### src/rtl/vga_pkg.sv
`default_nettype none
// ------------------------------------------------------------------
// vga_pkg : 640x480@60Hz timing constants and axis phase type
// Rev 1.0
// ------------------------------------------------------------------
package vga_pkg;

  localparam int CNT_W    = 10;

  localparam int H_ACTIVE = 640;
  localparam int H_FRONT  = 16;
  localparam int H_SYNC   = 96;
  localparam int H_BACK   = 48;
  localparam int H_TOTAL  = H_ACTIVE + H_FRONT + H_SYNC + H_BACK;

  localparam int V_ACTIVE = 480;
  localparam int V_FRONT  = 10;
  localparam int V_SYNC   = 2;
  localparam int V_BACK   = 33;
  localparam int V_TOTAL  = V_ACTIVE + V_FRONT + V_SYNC + V_BACK;

  typedef enum logic [1:0] {
    PH_ACTIVE = 2'd0,
    PH_FRONT  = 2'd1,
    PH_SYNC   = 2'd2,
    PH_BACK   = 2'd3
  } vga_phase_t;

  // Phase a count falls in; zero-width regions are skipped naturally.
  function automatic vga_phase_t phase_of(input logic [CNT_W-1:0] cnt,
                                          input int n_active,
                                          input int n_front,
                                          input int n_sync);
    int c;
    c = int'(cnt);
    if (c < n_active)                        return PH_ACTIVE;
    else if (c < n_active + n_front)         return PH_FRONT;
    else if (c < n_active + n_front + n_sync) return PH_SYNC;
    else                                     return PH_BACK;
  endfunction

endpackage
`default_nettype wire

### src/rtl/vga_axis_counter.sv
`default_nettype none
// ------------------------------------------------------------------
// vga_axis_counter : position counter and phase FSM for one VGA axis
// Rev 1.0
// ------------------------------------------------------------------
module vga_axis_counter
  import vga_pkg::*;
#(
  parameter int ACTIVE = 640,
  parameter int FRONT  = 16,
  parameter int SYNC   = 96,
  parameter int BACK   = 48
) (
  input  logic             clk,
  input  logic             rst_n,
  input  logic             i_adv,
  output logic [CNT_W-1:0] o_cnt,
  output vga_phase_t       o_phase,
  output logic             o_wrap
);

  localparam int               TOTAL = ACTIVE + FRONT + SYNC + BACK;
  localparam logic [CNT_W-1:0] LAST  = CNT_W'(TOTAL - 1);

  if (TOTAL > (1 << CNT_W)) begin : g_total_check
    $error("vga_axis_counter: TOTAL %0d does not fit the counter", TOTAL);
  end

  logic [CNT_W-1:0] r_cnt;
  logic [CNT_W-1:0] w_cnt_nxt;
  vga_phase_t       r_phase;
  vga_phase_t       w_phase_nxt;
  logic             w_at_last;

  always_comb begin
    w_at_last   = (r_cnt == LAST);
    w_cnt_nxt   = r_cnt;
    w_phase_nxt = r_phase;
    if (i_adv) begin
      w_cnt_nxt   = w_at_last ? '0 : r_cnt + 1'b1;
      w_phase_nxt = phase_of(w_cnt_nxt, ACTIVE, FRONT, SYNC);
    end
  end

  always_ff @(posedge clk or negedge rst_n) begin
    if (!rst_n) begin
      r_cnt   <= '0;
      r_phase <= PH_ACTIVE;
    end else begin
      r_cnt   <= w_cnt_nxt;
      r_phase <= w_phase_nxt;
    end
  end

  assign o_cnt   = r_cnt;
  assign o_phase = r_phase;
  assign o_wrap  = i_adv & w_at_last;

endmodule
`default_nettype wire

### src/rtl/vga_sync_gen.sv
`default_nettype none
// ------------------------------------------------------------------
// vga_sync_gen : VGA timing generator with pixel coordinates and
//                sync/blank delayed to match the colour path
// Rev 1.0
// ------------------------------------------------------------------
module vga_sync_gen
  import vga_pkg::*;
#(
  parameter int   CLK_DIV   = 2,
  parameter int   H_ACTIVE  = 640,
  parameter int   H_FRONT   = 16,
  parameter int   H_SYNC    = 96,
  parameter int   H_BACK    = 48,
  parameter int   V_ACTIVE  = 480,
  parameter int   V_FRONT   = 10,
  parameter int   V_SYNC    = 2,
  parameter int   V_BACK    = 33,
  parameter logic SYNC_POL  = 1'b0,
  parameter int   OUT_DELAY = 1
) (
  input  logic             clk,
  input  logic             rst_n,
  output logic [CNT_W-1:0] pixelX,
  output logic [CNT_W-1:0] pixelY,
  output logic             pix_en,
  output logic             video_on,
  output logic             hsync,
  output logic             vsync,
  output logic             blank_n,
  output logic             frame_start
);

  if (CLK_DIV < 1 || OUT_DELAY < 0 || OUT_DELAY > 4) begin : g_param_check
    $error("vga_sync_gen: CLK_DIV %0d / OUT_DELAY %0d out of range", CLK_DIV, OUT_DELAY);
  end

  localparam int               DIV_W    = (CLK_DIV > 1) ? $clog2(CLK_DIV) : 1;
  localparam logic [DIV_W-1:0] DIV_LAST = DIV_W'(CLK_DIV - 1);
  localparam logic [2:0]       PIPE_RST = {~SYNC_POL, ~SYNC_POL, 1'b0};

  logic [DIV_W-1:0] r_div;
  logic             r_pix_en;
  logic             r_live;
  logic             r_frame_start;

  logic [CNT_W-1:0] w_h_cnt;
  logic [CNT_W-1:0] w_v_cnt;
  vga_phase_t       w_h_phase;
  vga_phase_t       w_v_phase;
  logic             w_h_wrap;
  logic             w_v_wrap;
  logic             w_video_on;
  logic [2:0]       w_pipe_in;
  logic [2:0]       w_pipe_out;

  // r_live keeps video_on low while held in reset even though both FSMs
  // rest in ACTIVE.
  always_ff @(posedge clk or negedge rst_n) begin
    if (!rst_n) begin
      r_div         <= '0;
      r_pix_en      <= 1'b0;
      r_live        <= 1'b0;
      r_frame_start <= 1'b0;
    end else begin
      r_div         <= (r_div == DIV_LAST) ? '0 : r_div + 1'b1;
      r_pix_en      <= (r_div == DIV_LAST);
      r_live        <= 1'b1;
      r_frame_start <= w_v_wrap;
    end
  end

  vga_axis_counter #(
    .ACTIVE (H_ACTIVE),
    .FRONT  (H_FRONT),
    .SYNC   (H_SYNC),
    .BACK   (H_BACK)
  ) u_h_axis (
    .clk     (clk),
    .rst_n   (rst_n),
    .i_adv   (r_pix_en),
    .o_cnt   (w_h_cnt),
    .o_phase (w_h_phase),
    .o_wrap  (w_h_wrap)
  );

  vga_axis_counter #(
    .ACTIVE (V_ACTIVE),
    .FRONT  (V_FRONT),
    .SYNC   (V_SYNC),
    .BACK   (V_BACK)
  ) u_v_axis (
    .clk     (clk),
    .rst_n   (rst_n),
    .i_adv   (w_h_wrap & r_pix_en),
    .o_cnt   (w_v_cnt),
    .o_phase (w_v_phase),
    .o_wrap  (w_v_wrap)
  );

  assign w_video_on = r_live && (w_h_phase == PH_ACTIVE) && (w_v_phase == PH_ACTIVE);

  assign w_pipe_in = {(w_h_phase == PH_SYNC) ? SYNC_POL : ~SYNC_POL,
                      (w_v_phase == PH_SYNC) ? SYNC_POL : ~SYNC_POL,
                      w_video_on};

  if (OUT_DELAY == 0) begin : g_no_delay
    assign w_pipe_out = w_pipe_in;
  end else begin : g_delay
    logic [2:0] r_pipe [OUT_DELAY];

    always_ff @(posedge clk or negedge rst_n) begin
      if (!rst_n) begin
        for (int i = 0; i < OUT_DELAY; i++) r_pipe[i] <= PIPE_RST;
      end else begin
        r_pipe[0] <= w_pipe_in;
        for (int i = 1; i < OUT_DELAY; i++) r_pipe[i] <= r_pipe[i-1];
      end
    end

    assign w_pipe_out = r_pipe[OUT_DELAY-1];
  end

  assign pixelX      = w_h_cnt;
  assign pixelY      = w_v_cnt;
  assign pix_en      = r_pix_en;
  assign video_on    = w_video_on;
  assign hsync       = w_pipe_out[2];
  assign vsync       = w_pipe_out[1];
  assign blank_n     = w_pipe_out[0];
  assign frame_start = r_frame_start;

endmodule
`default_nettype wire

### config.mk
export PLATFORM = sky130hd
export DESIGN_NAME = vga_sync_gen
export DESIGN_NICKNAME = d
export VERILOG_FILES = /design/src/rtl/vga_pkg.sv /design/src/rtl/vga_axis_counter.sv /design/src/rtl/vga_sync_gen.sv
export SDC_FILE = /design/constraint.sdc
export NUM_CORES = 1
export LEC_CHECK = 0
export ABC_AREA = 0
export CAP_MARGIN = 5
export CORE_AREA = 5 5 84 86
export CTS_CLUSTER_SIZE = 28
export DETAILED_ROUTE_END_ITERATION = 10
export DIE_AREA = 0 0 89 91
export HOLD_SLACK_MARGIN = 0.06
export PLACE_DENSITY = 0.49
export SLEW_MARGIN = 40
export SYNTH_ARGS = -nofsm -noshare
export SYNTH_HDL_FRONTEND = slang
export SYNTH_SLANG_ARGS = --single-unit
### constraint.sdc
create_clock -name clk -period 3.95 [get_ports clk]
set_clock_uncertainty 0.1 [all_clocks]
set_input_delay 0.395 -clock clk [delete_from_list [all_inputs] [get_ports clk]]
set_output_delay 0.395 -clock clk [all_outputs]
set_load 0.03 [all_outputs]
==> implementation parameters <==
Parameter                              Value

Logic synthesis
  Synth unique cells ... 51
  Warning count from the yosys run ... 0
  Avg Synthesized Cell Area ... 9.231 µm²
  Post-Synth XOR/XNOR Area ... 3.873%
  Mux share of post-synthesis cell area ... 1.729%
  Cells after synthesis ... 196
  Number of enable-type register cells in the synthesized netlist ... 0
  Async set-or-reset flop fraction in the synthesized netlist ... 100.0%
  Cell area after synthesis ... 0.001809 mm²
  Combinational family with the most area after synthesis ... simple AND/OR/NAND/NOR gates
  Post-Synth Simple-Gate Area ... 26.00%
  Area fraction in compound gates after synthesis ... 17.36%
  Largest area contributor in the synthesized netlist ... sky130_fd_sc_hd__dfrtp_1
  Dominant synthesized flop cell ... sky130_fd_sc_hd__dfrtp_1
  Post-synthesis share of cell area spent on full adders, half adders and majority gates ... 2.075%
  Synth top area share ... 40.11%
  Top cells by area in the synthesized netlist ... sky130_fd_sc_hd__dfrtp_1, sky130_fd_sc_hd__nand2_1, sky130_fd_sc_hd__o21ai_0, sky130_fd_sc_hd__dfstp_2, sky130_fd_sc_hd__xnor2_1
  Flop and latch count out of synthesis ... 31
  Most common cell in the synthesized netlist ... sky130_fd_sc_hd__dfrtp_1
  Top cells by instance count after synthesis ... sky130_fd_sc_hd__dfrtp_1, sky130_fd_sc_hd__nand2_1, sky130_fd_sc_hd__o21ai_0
  Net count after synthesis ... 201
  Portion of the post-synthesis area used by sequential elements ... 43.02%

Detailed routing
  Via/cell ratio ... 5.193
  # DRC ... 0
  Post-DRT Antenna Nets ... 0
  Final wirelength ... 4.325 mm
  Starting DRC count in detailed routing ... 46
  Wire length per cell after detailed routing ... 14.66 µm
  Vias after detailed routing ... 1,532
  Total iterations of the first detailed-routing run ... 4

Timing
  Number of setup violations in the final report ... 0
  Max Freq ... 436.7 MHz
  Clock period minus final worst setup slack ... 2290 ps
  Fin. Hold Viols ... 0
  Final setup margin ... 1660 ps
  Setup repair after global routing missed its margin ... false
  Final hold slack ... 276.1 ps
  Count of final max-slew check failures ... 0
  Setup TNS ... 0 ps
  Final period utilization ... 57.97%

Clock network
  Clock transition at path regs ... 70 ps
  CTS Buf Count ... 5
  Post-CTS Setup Bufs ... 0
  Clk sinks ... 31
  Hold_buf cts ... 0
  Clock latency reported for the late side of the worst-skew pair ... 280 ps
  Max clock buf depth ... 2
  Post_cts resized ... 0
  CTS tree ... yes
  Root Buffer Master ... sky130_fd_sc_hd__clkbuf_8
  H-Tree Level Count ... 2

Setup path
  Critical path class ... reg2out
  Critical-path maximum fanout ... 4
  Required time of the critical path ... 3450 ps
  Crit Reg-Reg Startpoint ... u_v_axis.o_cnt[0]$_DFFE_PN0P_
  Startpoint Class ... register
  Crit path arrival time ... 1790 ps
  Crit path from ... u_h_axis.o_phase[0]$_DFFE_PN0P_
  Type of destination of the critical path ... primary output

Placement
  Sum of net half-perimeters after detailed placement ... 3.015 mm
  Cell total after placement ... 287
  Post-Place Setup Slack ... 1775 ps
  Input/output buffers ... 27
  RePlAce Congestion ... 0.7973

Run status
  Run status ... complete, no violations

Finish
  Antenna diode count ... 0
  Post-layout utilization of the core ... 35.83%
  Share of layout cells above drive strength 1 ... 8.257%
  Post-synthesis to final-layout area growth ... 22.89%
  Post-Layout Cell Count ... 295
  Final #Nets ... 222

Die
  Core area ... 0.006205 mm²
  Initial cell density of the core ... 29.16%
  Horizontal die dimension ... 89 µm
  Area of the die ... 0.008099 mm²
  Number of placement rows ... 29
  Total I/O pin count ... 28
  Die extent in y ... 91 µm

Job
  Max cap viols ... 0

Hold path
  Min-delay src ... r_div$_DFF_PN0_
  Worst hold path type ... reg2reg

GRT
  Vias in the first global route ... 1,546
  Number of antenna violations at the first check in global routing ... 0
  Largest net degree at the start of global routing ... 32
  Wire length of the first global-routing pass ... 7.555 mm
  Overall routing resource usage ... 11.70%
  GR Overflow Total ... 0

Power and ir drop
  Maximum resistive drop on vdd ... 0.1217 mV
  Pwr/cell area ... 295.3 mW/mm²
  Pleak ... 0.8792 nW
[logic make-up after synthesis]
| logic type | after synthesis |
|---|---|
| buf+inv | 21 |
| simple gates | 83 |
| xor+xnor | 8 |
| other cells | 1 |
| compound gates | 46 |
| fa+ha+maj | 3 |
| flops | 31 |
| mux | 3 |
[stage by stage]
step	power [mW]	instance area, µm²
after floorplan	0.3274	1809
after global placement	0.3382	2106
after detailed placement	0.3380	2106
after CTS	0.6675	2223
after global routing	0.6843	2223
final	0.6566	2223
[cells in the final DEF (no fill, tap or decap), drive strengths merged, types with 4 or more instances in the layout]
| cell | n |
|---|---|
| nand2 | 22 |
| nand2b | 7 |
| and3 | 6 |
| a31oi | 5 |
| xnor2 | 6 |
| clkdlybuf4s50 | 27 |
| inv | 7 |
| clkbuf | 6 |
| o21ai | 13 |
| o31ai | 4 |
| nor2 | 8 |
| nand4 | 6 |
| dfrtp | 29 |
| nor3 | 10 |
| nand3 | 7 |
| a21oi | 6 |
[sequential cells by signal, summed over array words and instances (netlist names)]
| name | flops |
|---|---|
| r_div | 1 |
| u_v_axis.o_phase | 2 |
| u_v_axis.o_cnt | 10 |
| r_live | 1 |
| pix_en | 1 |
| u_h_axis.o_phase | 2 |
| g_delay.r_pipe | 3 |
| frame_start | 1 |
| u_h_axis.o_cnt | 10 |
[metal layers]
metal	share of wire [%]	wire length (µm)	global-route usage (%)
met1	48	2078	15.61
met2	46	1986	18.25
met3	4.6	197	3.348
met4	1.4	61	3.598
met5	0	0	0
[where the power goes]
| part | switching, mW | total, mW | internal (mW) |
|---|---|---|---|
| combinational | 0.00911 | 0.0126 | 0.00349 |
| sequential | 0.000177 | 0.319 | 0.319 |
| clock | 0.121 | 0.325 | 0.204 |
| total | 0.131 | 0.657 | 0.526 |
[final timing paths]
kind | end | slack, ps | cells past startpoint
worst max-delay path | video_on | 1660 | 3
worst min-delay path | pix_en$_DFF_PN0_ | 280 | 0
worst max register to register | u_v_axis.o_phase[1]$_DFFE_PN0P_ | 1750 | 6
worst min register to register | pix_en$_DFF_PN0_ | 280 | 0
max in group asynchronous | g_delay.r_pipe[2]$_DFF_PN1_ | 3010 | 2
min in group asynchronous | frame_start$_DFF_PN0_ | 410 | 2
[critical path, cell delays in order (launching register included)]
cell and delay [ps]:
sky130_fd_sc_hd__dfrtp_1 410, sky130_fd_sc_hd__nor4_1 260, sky130_fd_sc_hd__and2_1 170, sky130_fd_sc_hd__clkdlybuf4s50_1 670
[cell type report]
| cell class | count | area, µm² |
|---|---|---|
| tap | 77 | 96.34 |
| fill | 644 | 3981 |
| multi-input combinational | 144 | 927.1 |
| timing repair buffer | 28 | 277.8 |
| inverter | 7 | 26.28 |
| clock inverter | 2 | 35.03 |
| sequential | 31 | 778.2 |
| clock buffer | 6 | 82.58 |
(Power assumes the default switching activity.)
